### config.mk
export PLATFORM = sky130hd
export DESIGN_NAME = jtag_host_drv
export DESIGN_NICKNAME = d
export VERILOG_FILES = /design/src/rtl/jtag_host_pkg.sv /design/src/rtl/jtag_host_tckgen.sv /design/src/rtl/jtag_host_drv.sv
export SDC_FILE = /design/constraint.sdc
export NUM_CORES = 1
export LEC_CHECK = 0
export CAP_MARGIN = 20
export CORE_UTILIZATION = 35
export CTS_CLUSTER_SIZE = 30
export DETAILED_ROUTE_END_ITERATION = 10
export DONT_BUFFER_PORTS = 1
export GPL_TIMING_DRIVEN = 0
export PLACE_DENSITY = 0.48
export SLEW_MARGIN = 10
export SYNTH_ARGS = -nofsm -noshare
export SYNTH_HDL_FRONTEND = slang
export SYNTH_SLANG_ARGS = --single-unit
### constraint.sdc
create_clock -name clk -period 6.3 [get_ports clk]
set_input_delay 1.26 -clock clk [delete_from_list [all_inputs] [get_ports clk]]
set_output_delay 1.26 -clock clk [all_outputs]
set_load 0.005 [all_outputs]
### src/rtl/jtag_host_pkg.sv
// rtl/jtag_host_pkg.sv - shared encodings, FSM states and TMS patterns for the JTAG host
package jtag_host_pkg;

  // Command type encodings
  localparam logic [1:0] CMD_RST = 2'd0;
  localparam logic [1:0] CMD_IR  = 2'd1;
  localparam logic [1:0] CMD_DR  = 2'd2;
  localparam logic [1:0] CMD_NOP = 2'd3;

  typedef enum logic [2:0] {
    IDLE  = 3'd0,
    HDR   = 3'd1,
    SHIFT = 3'd2,
    POST  = 3'd3,
    DONE  = 3'd4
  } state_e;

  // TMS patterns, bit 0 is the first TCK period
  localparam logic [5:0] RST_TMS    = 6'b011111;
  localparam logic [3:0] IR_HDR_TMS = 4'b0011;
  localparam logic [2:0] DR_HDR_TMS = 3'b001;
  localparam logic [1:0] POST_TMS   = 2'b01;

  localparam logic [5:0] RST_LEN    = 6'd6;
  localparam logic [5:0] IR_HDR_LEN = 6'd4;
  localparam logic [5:0] DR_HDR_LEN = 6'd3;
  localparam logic [5:0] POST_LEN   = 6'd2;

  // Header TMS pattern for a command type, zero-extended to 6 bits.
  // A TAP reset is treated as a header-only sequence.
  function automatic logic [5:0] hdr_tms(input logic [1:0] t);
    case (t)
      CMD_IR:  return {2'b00, IR_HDR_TMS};
      CMD_DR:  return {3'b000, DR_HDR_TMS};
      default: return RST_TMS;
    endcase
  endfunction

  // Index of the last header period for a command type
  function automatic logic [5:0] hdr_last(input logic [1:0] t);
    case (t)
      CMD_IR:  return IR_HDR_LEN - 6'd1;
      CMD_DR:  return DR_HDR_LEN - 6'd1;
      default: return RST_LEN - 6'd1;
    endcase
  endfunction

  // cmd_len of 0 encodes a full 32-bit scan
  function automatic logic [5:0] decode_len(input logic [4:0] l);
    return (l == 5'd0) ? 6'd32 : {1'b0, l};
  endfunction

endpackage

### src/rtl/jtag_host_tckgen.sv
// rtl/jtag_host_tckgen.sv - TCK divider with rise/fall strobes, parked low when disabled
module jtag_host_tckgen #(
  parameter int DIV = 4
) (
  input  logic clk,
  input  logic rst_n,
  input  logic en,
  output logic tck,
  output logic rise_stb,
  output logic fall_stb
);

  localparam int CW = (DIV > 1) ? $clog2(DIV) : 1;
  localparam logic [CW-1:0] LAST = CW'(DIV - 1);

  logic [CW-1:0] cnt_q, cnt_d;
  logic          tck_q, tck_d;
  logic          wrap;

  // Count DIV cycles per phase; a disabled divider restarts at the low phase
  always_comb begin
    wrap  = en && (cnt_q == LAST);
    cnt_d = '0;
    tck_d = 1'b0;
    if (en) begin
      cnt_d = wrap ? '0 : cnt_q + 1'b1;
      tck_d = wrap ? ~tck_q : tck_q;
    end
  end

  // Divider state registers
  always_ff @(posedge clk or negedge rst_n) begin
    if (!rst_n) begin
      cnt_q <= '0;
      tck_q <= 1'b0;
    end else begin
      cnt_q <= cnt_d;
      tck_q <= tck_d;
    end
  end

  // Strobes mark the clk edge that raises or lowers TCK
  assign tck      = tck_q;
  assign rise_stb = wrap & ~tck_q;
  assign fall_stb = wrap & tck_q;

endmodule

### src/rtl/jtag_host_drv.sv
// rtl/jtag_host_drv.sv - JTAG host issuing TAP reset, IR scan and DR scan commands
module jtag_host_drv
  import jtag_host_pkg::*;
#(
  parameter int DIV = 4,
  parameter int DW  = 32
) (
  input  logic          clk,
  input  logic          rst_n,
  input  logic          cmd_valid,
  output logic          cmd_ready,
  input  logic [1:0]    cmd_type,
  input  logic [4:0]    cmd_len,
  input  logic [DW-1:0] cmd_data,
  output logic          rsp_valid,
  output logic [DW-1:0] rsp_data,
  output logic          jtag_tck,
  output logic          jtag_tms,
  output logic          jtag_tdi,
  input  logic          jtag_tdo
);

  state_e        state_q, state_d;
  logic [1:0]    type_q, type_d;
  logic [5:0]    len_q, len_d;
  logic [5:0]    idx_q, idx_d;
  logic [DW-1:0] sh_q, sh_d;
  logic [DW-1:0] cap_q, cap_d;
  logic [DW-1:0] rsp_q, rsp_d;
  logic          tms_q, tms_d;
  logic          tdi_q, tdi_d;
  logic          finish;
  logic [5:0]    hdr_pat;
  logic          tck_en;
  logic          rise_stb;
  logic          fall_stb;

  assign cmd_ready = (state_q == IDLE) || (state_q == DONE);
  assign rsp_valid = (state_q == DONE);
  assign rsp_data  = rsp_q;
  assign jtag_tms  = tms_q;
  assign jtag_tdi  = tdi_q;
  assign tck_en    = (state_q == HDR) || (state_q == SHIFT) || (state_q == POST);

  jtag_host_tckgen #(
    .DIV (DIV)
  ) u_tckgen (
    .clk      (clk),
    .rst_n    (rst_n),
    .en       (tck_en),
    .tck      (jtag_tck),
    .rise_stb (rise_stb),
    .fall_stb (fall_stb)
  );

  // Next-state logic: phases advance on TCK falling edges, TDO captured on rising edges,
  // then TMS/TDI for the upcoming period are derived from the next state
  always_comb begin
    state_d = state_q;
    type_d  = type_q;
    len_d   = len_q;
    idx_d   = idx_q;
    sh_d    = sh_q;
    cap_d   = cap_q;
    rsp_d   = rsp_q;
    tms_d   = tms_q;
    tdi_d   = tdi_q;
    finish  = 1'b0;
    hdr_pat = '0;

    case (state_q)
      IDLE, DONE: begin
        state_d = IDLE;
        if (cmd_valid) begin
          type_d = cmd_type;
          len_d  = decode_len(cmd_len);
          sh_d   = cmd_data;
          cap_d  = '0;
          idx_d  = '0;
          if (cmd_type == CMD_NOP) begin
            state_d = DONE;
            finish  = 1'b1;
          end else begin
            state_d = HDR;
          end
        end
      end
      HDR: begin
        if (fall_stb) begin
          if (idx_q == hdr_last(type_q)) begin
            idx_d = '0;
            if (type_q == CMD_RST) begin
              state_d = DONE;
              finish  = 1'b1;
            end else begin
              state_d = SHIFT;
            end
          end else begin
            idx_d = idx_q + 6'd1;
          end
        end
      end
      SHIFT: begin
        if (rise_stb) begin
          cap_d[idx_q[4:0]] = jtag_tdo;
        end
        if (fall_stb) begin
          sh_d = sh_q >> 1;
          if (idx_q == len_q - 6'd1) begin
            state_d = POST;
            idx_d   = '0;
          end else begin
            idx_d = idx_q + 6'd1;
          end
        end
      end
      POST: begin
        if (fall_stb) begin
          if (idx_q == POST_LEN - 6'd1) begin
            state_d = DONE;
            finish  = 1'b1;
          end else begin
            idx_d = idx_q + 6'd1;
          end
        end
      end
      default: state_d = IDLE;
    endcase

    if (finish) begin
      rsp_d = cap_d;
    end

    case (state_d)
      HDR: begin
        hdr_pat = hdr_tms(type_d);
        tms_d   = hdr_pat[idx_d[2:0]];
        tdi_d   = 1'b0;
      end
      SHIFT: begin
        tms_d = (idx_d == len_d - 6'd1);
        tdi_d = sh_d[0];
      end
      POST: begin
        tms_d = POST_TMS[idx_d[0]];
        tdi_d = 1'b0;
      end
      DONE: begin
        tms_d = 1'b0;
        tdi_d = 1'b0;
      end
      default: begin
        tms_d = tms_q;
        tdi_d = tdi_q;
      end
    endcase
  end

  // State and datapath registers; TMS idles high out of reset
  always_ff @(posedge clk or negedge rst_n) begin
    if (!rst_n) begin
      state_q <= IDLE;
      type_q  <= CMD_RST;
      len_q   <= '0;
      idx_q   <= '0;
      sh_q    <= '0;
      cap_q   <= '0;
      rsp_q   <= '0;
      tms_q   <= 1'b1;
      tdi_q   <= 1'b0;
    end else begin
      state_q <= state_d;
      type_q  <= type_d;
      len_q   <= len_d;
      idx_q   <= idx_d;
      sh_q    <= sh_d;
      cap_q   <= cap_d;
      rsp_q   <= rsp_d;
      tms_q   <= tms_d;
      tdi_q   <= tdi_d;
    end
  end

endmodule

# Word-level counts from Yosys, hierarchy flattened
# Index checks and enable logic that the tools add are counted.
# Widths: inputs -> output; s select.
dict set report word_totals {
  regBits 118
  inputBits 43
  out_inout_bits 37
  wordCells 113
}
dict set report op_classes {
  add_sub_neg 4
  magnitude_cmp 4
  n_eq_ne 21
  mux 55
  n_bitwise 3
  reduce_logical 14
}
# operator n
set op_table {}
lappend op_table {{$mux 32} 4}
lappend op_table {{$pmux 32 s2} 2}
lappend op_table {{$mux 6} 13}
lappend op_table {{$bwmux 32} 1}
lappend op_table {{$mux 3} 9}
lappend op_table {{$pmux 6 s4} 1}
lappend op_table {{$eq 6x6->1} 3}
lappend op_table {{$mux 1} 13}
lappend op_table {{$eq 3x2->1 const B} 4}
lappend op_table {{$pmux 3 s4} 1}
lappend op_table {{$sub 6x1->6 const B} 2}
lappend op_table {{$pmux 5 s2} 1}
lappend op_table {{$eq 2x2->1 const B} 4}
lappend op_table {{$mux 2} 4}
lappend op_table {{$add 6x1->6 const B} 1}
lappend op_table {{$eq 3x1->1 const B} 2}
lappend op_table {{$eq 3x3->1 const B} 2}
lappend op_table {{$eq 6x1->1 const B} 1}
lappend op_table {{$lt 5x6->1 const B} 1}
lappend op_table {{$ne 2x2->1 const B} 3}
lappend op_table {{$pmux 3 s2} 1}
lappend op_table {{$demux 1 s5} 1}
lappend op_table {{$ge 5x1->1 const B} 1}
lappend op_table {{$logic_not 5->1} 1}
lappend op_table {{19 further kinds} 25}

# Longest topological paths before layout
dict set report depth {
  ltp_word 16
  depth_mapped 11
  depth_no_buf 10
}

# Modules after synthesis
# From an unflattened synthesis, not the netlist that was laid out.
dict set report unflattened {
  hier_cells 544
  area_unflattened_um2 5694.2
}
# mod n_inst cells_per_inst area_each_um2 seq_area_each_um2
set modules_own_cells {}
lappend modules_own_cells {jtag_host_drv 1 533 5562.8 2879.0}
lappend modules_own_cells {jtag_host_tckgen 1 11 131.4 75.1}

# Worst setup path after synthesis
# Ideal clock, no wire load.
dict set report synth_path {
  path_kind {input-to-reg}
  start {input cmd_valid}
  end {register tms_q (netlist: jtag_tms)}
  setup_time_ns 0.093
  t_arrival_ns 3.341
  t_required_ns 6.207
  setup_slack_ns 2.866
  path_stages 9
  path_buffers 3
  path_cell_list {nor3b_2 buf_2 clkbuf_1 buf_1 o21ai_0 ha_1 mux2_2 a222oi_1 o31ai_1}
}
dict set report synth_via {
  elab_chain_len 8
  word_cells_on_any_way 24
  classes_between {add/sub (1); eq/ne (7); mux (15); reduce/logical (1)}
}
# element line_no
set synth_lines {}
lappend synth_lines {{from (decl)} jtag_host_drv.sv:10} ;# input logic cmd_valid,
lappend synth_lines {{$mux 2 *} jtag_host_drv.sv:74} ;# if (cmd_valid) begin
lappend synth_lines {{$mux 2 *} jtag_host_drv.sv:71} ;# case (state_q)
lappend synth_lines {{via type_d[1]} jtag_host_drv.sv:24} ;# logic [1:0] type_q, type_d;
lappend synth_lines {{$eq 2x2->1 / $eq 2x1->1 (equally long branches)} jtag_host_pkg.sv:32} ;# case (t)
lappend synth_lines {{$pmux 5 s2 *} jtag_host_pkg.sv:32}
lappend synth_lines {{$mux 6 *} jtag_host_drv.sv:134} ;# case (state_d)
lappend synth_lines {{$bmux 1 s3 *} jtag_host_drv.sv:137} ;# tms_d = hdr_pat[idx_d[2:0]];
lappend synth_lines {{$mux 1 (implied by the code) *} jtag_host_drv.sv:137}
lappend synth_lines {{$pmux 1 s4 *} jtag_host_drv.sv:134}
lappend synth_lines {{to (signal assigned)} jtag_host_drv.sv:179} ;# tms_q <= tms_d;
lappend synth_lines {{to (decl)} jtag_host_drv.sv:30} ;# logic tms_q, tms_d;
# The timed path passes the listed nets; every way through them passes the cells marked *. The select of a mux whose other input is x is not followed.
# A chain may end at the register's enable or synchronous reset.

# Final worst setup path
# Same ends and word-level chain as after synthesis.

==> summary.txt <==
PLACEMENT
------------------------------------------------------------------------------------------
Placed cell areas                                                              0.00624 mm2
Number of I/O port buffers                                                               0
DP HPWL                                                                          11,400 um
Final estimated routing congestion in global placement                               0.877
Placed insts                                                                           831

CLOCKING
------------------------------------------------------------------------------------------
Post-CTS setup-driven buffer insertion count                                             0
Total clock buffers created by CTS                                                      17
Number of H-tree levels                                                                  4
Clock edge transition at the registers on the reported setup and hold paths          60 ps
PostCTS Resize Cnt                                                                       0
CTS tree                                                                               yes
Clock latency on the worst-skew pair                                                410 ps
Total of hold buffers inserted after clock tree synthesis                                0
Sink Count                                                                             118
Maximum count of clock buffers along a single path                                       2
Clk Tree Root Cell                                                               clkbuf_16

YOSYS
------------------------------------------------------------------------------------------
Instance count of the mapped netlist                                                   611
Async S/R FF share, synth                                                             1.00
Average cell area after synthesis                                                 9.76 um2
Largest area contributor in the synthesized netlist                                dfrtp_1
Share of the yosys chip area belonging to registers                                  0.495
Number of enable flip-flop cells after synthesis                                         0
#FFs+latches synth                                                                     118
Number of distinct standard cells referenced by the synthesized netlist                 65
Area of the mapped netlist                                                     0.00597 mm2
Number of nets produced by synthesis                                                   664
Post-synth top area share                                                            0.491
Predominant post-synthesis flop cell                                               dfrtp_1
Main area contributors after synthesis                                        dfrtp_1 (49%), mux2_2 (6.2%), nand2_1 (5.7%)
Synthesis warning total                                                                  0

CELLS AND AREA
------------------------------------------------------------------------------------------
Fraction of final layout cells with drive strength greater than 1                    0.142
Post-route insts no fill                                                               862
Number of fillers in the final layout                                                1,640
Design Area, Final                                                             0.00681 mm2
Area Growth Syn to Fin                                                               14.1%
Final-stage net count                                                                  683
Diode count                                                                              0
Final standard cell utilization of the core                                          0.411
Multi-input gate area in the final layout                                      0.00279 mm2
Footprint of the flip-flops and latches                                        0.00295 mm2

ROUTE
------------------------------------------------------------------------------------------
Routed via count divided by cell count                                                5.50
Total via count after detailed routing                                               4,740
Routed wire per std cell                                                           18.9 um
Number of violations reported at the end of detailed-routing iteration 0               377
DR DRC count                                                                             0
First drt pass iteration count                                                           5
Residual antenna-violating net count after detailed routing                              0
Post-Route WL                                                                    16,300 um

WORST SETUP PATH
------------------------------------------------------------------------------------------
Count of cells along the worst register-to-register path                                 9
Kind of start point of the critical path                                         input pin
Arrival time at the worst endpoint                                                 3970 ps
Worst path depth                                                                         9
CP required                                                                        6630 ps
List of cells traversed by the critical path                                  nor3b_2, buf_2, clkbuf_1, buf_1, o21ai_0, ha_1, mux2_2, a222oi_1, o31ai_1
Maximum net fanout on the critical path                                                 10
Kind of capture point of the worst setup path                                         flop
Register-to-register path setup slack                                              2970 ps
CP top delay family                                                           buffers and inverters
Crit path buf inv count                                                                  3
CP Class                                                                            in2reg
Critical path's largest stage delay                                                 410 ps
Slowest library cell on the worst path                                            clkbuf_1

GLOBAL ROUTE
------------------------------------------------------------------------------------------
Number of antenna violations at the first check in global routing                        0
Pin count of the biggest net entering global routing                                   119
Global-route usage over all layers                                                   0.193
Number of global-route vias before repair                                            4,824
Global-route wire length before repair                                           26,300 um
Congestion Overflow GR                                                                   0

DIE
------------------------------------------------------------------------------------------
Width of the die                                                                    133 um
# IOs                                                                                   80
Die ar.                                                                         0.0176 mm2
Number of rows created at floorplan                                                     47
Die extent in y                                                                     133 um
Core outline area                                                               0.0166 mm2
Starting utilization of the core area                                                0.360

STA
------------------------------------------------------------------------------------------
Setup TNS                                                                             0 ps
Setup repair after global routing missed its margin                                     no
Portion of the clock cycle consumed by the worst path in the final layout            0.578
Minimum clock period after layout                                                  3640 ps
Max-slew headroom at the worst pin                                                   0.256
Max-slew violation count                                                                 0
Worst-margin pin slew                                                              1110 ps
Setup clock skew after layout                                                      8.17 ps
Highest clock rate                                                                 275 MHz
Final setup violation count                                                              0
Final hold violation count                                                               0

MIN PATH
------------------------------------------------------------------------------------------
Cell count of the worst hold path                                                        1
Hold WC Path Type                                                                  reg2reg

POWER AND IR DROP
------------------------------------------------------------------------------------------
Post-layout total power                                                            2.86 mW
Largest voltage drop on the vdd net                                                 222 uV
Leak pwr                                                                           3.12 nW
Pwr per Cell Area                                                               420 mW/mm2

OUTCOME
------------------------------------------------------------------------------------------
Run status                                                                    complete, no violations

RUN
------------------------------------------------------------------------------------------
Number of max-capacitance violations reported                                            0

flip-flops by register name, summed over array words and instances, names as in the netlist:
name	count
cap_q	32
rsp_data	32
sh_q	32
idx_q	6
len_q	6
state_q	3
type_q	2
u_tckgen.cnt_q	2
jtag_tdi	1
jtag_tms	1
u_tckgen.tck	1
power by group:
part | leakage [nW] | internal, mW | switching, mW | total, mW
clock | 0.277 | 0.599 | 0.333 | 0.931
combinational | 1.29 | 0.349 | 0.559 | 0.908
sequential | 1.55 | 0.915 | 0.108 | 1.02
kinds of logic after synthesis:
group           synth area share
flops                      0.495
buf+inv                   0.0365
mux                       0.0675
simple gates               0.148
compound gates             0.209
xor+xnor                  0.0220
fa+ha+maj                 0.0210
metal layers:
| layer | up-vias | GRT usage | share of wire |
|---|---|---|---|
| met5 | - | 0 | 0 |
| met4 | 0 | 0.0581 | 0.012 |
| met3 | 16 | 0.0617 | 0.075 |
| met2 | 158 | 0.283 | 0.45 |
| met1 | 2330 | 0.271 | 0.47 |
| li1 | 2236 | - | - |
cells in the final DEF (no fill, tap or decap), drive strengths merged, types with 3 or more instances in the layout:
master,count
nand2,91
nor3,8
o21a,3
and3b,4
and3,4
xor2,4
a32oi,3
a21oi,45
and2,12
buf,11
o211ai,3
o31ai,4
inv,19
nand3b,3
mux2,34
nor2,20
clkinv,5
a22oi,33
nand3,11
nand4,3
nor2b,4
a31oi,4
o21ai,77
ha,10
clkbuf,48
xnor2,11
o22ai,3
a2111oi,3
dfrtp,117
nor3b,6
or3,7
stage by stage:
step,setup WS [ps],hold WS (ps)
2_1_floorplan,2870,415
3_3_place_gp,2160,430
3_5_place_dp,2190,437
4_1_cts,2610,444
5_1_grt,2380,462
6_report,2660,439
cell type report:
type                       instances  area share
sequential                       118       0.434
multi-input combinational        438       0.410
clock buffer                      23      0.0687
tap                              220      0.0404
buffer                            36      0.0215
clock inverter                     8      0.0147
inverter                          19      0.0105
final timing paths:
path                                     end         startpoint
max                                 jtag_tms          cmd_valid
min                        u_tckgen.cnt_q[0]  u_tckgen.cnt_q[0]
max reg2reg                         jtag_tms         state_q[0]
min reg2reg                u_tckgen.cnt_q[0]  u_tckgen.cnt_q[0]
max in group asynchronous           cap_q[1]              rst_n
min in group asynchronous           len_q[4]              rst_n
synthesized netlist by cell type (all sizes together), types with 4 or more instances:
library cell / instances
dfrtp: 117
nand2: 91
o21ai: 77
a21oi: 45
mux2: 34
a22oi: 33
clkbuf: 25
nor2: 20
inv: 19
and2: 12
buf: 11
nand3: 11
xnor2: 11
ha: 10
nor3: 8
or3: 7
nor3b: 6
a31oi: 4
and3: 4
and3b: 4
nor2b: 4
o31ai: 4
xor2: 4
No activity file was read; power rests on OpenSTA's default activity.
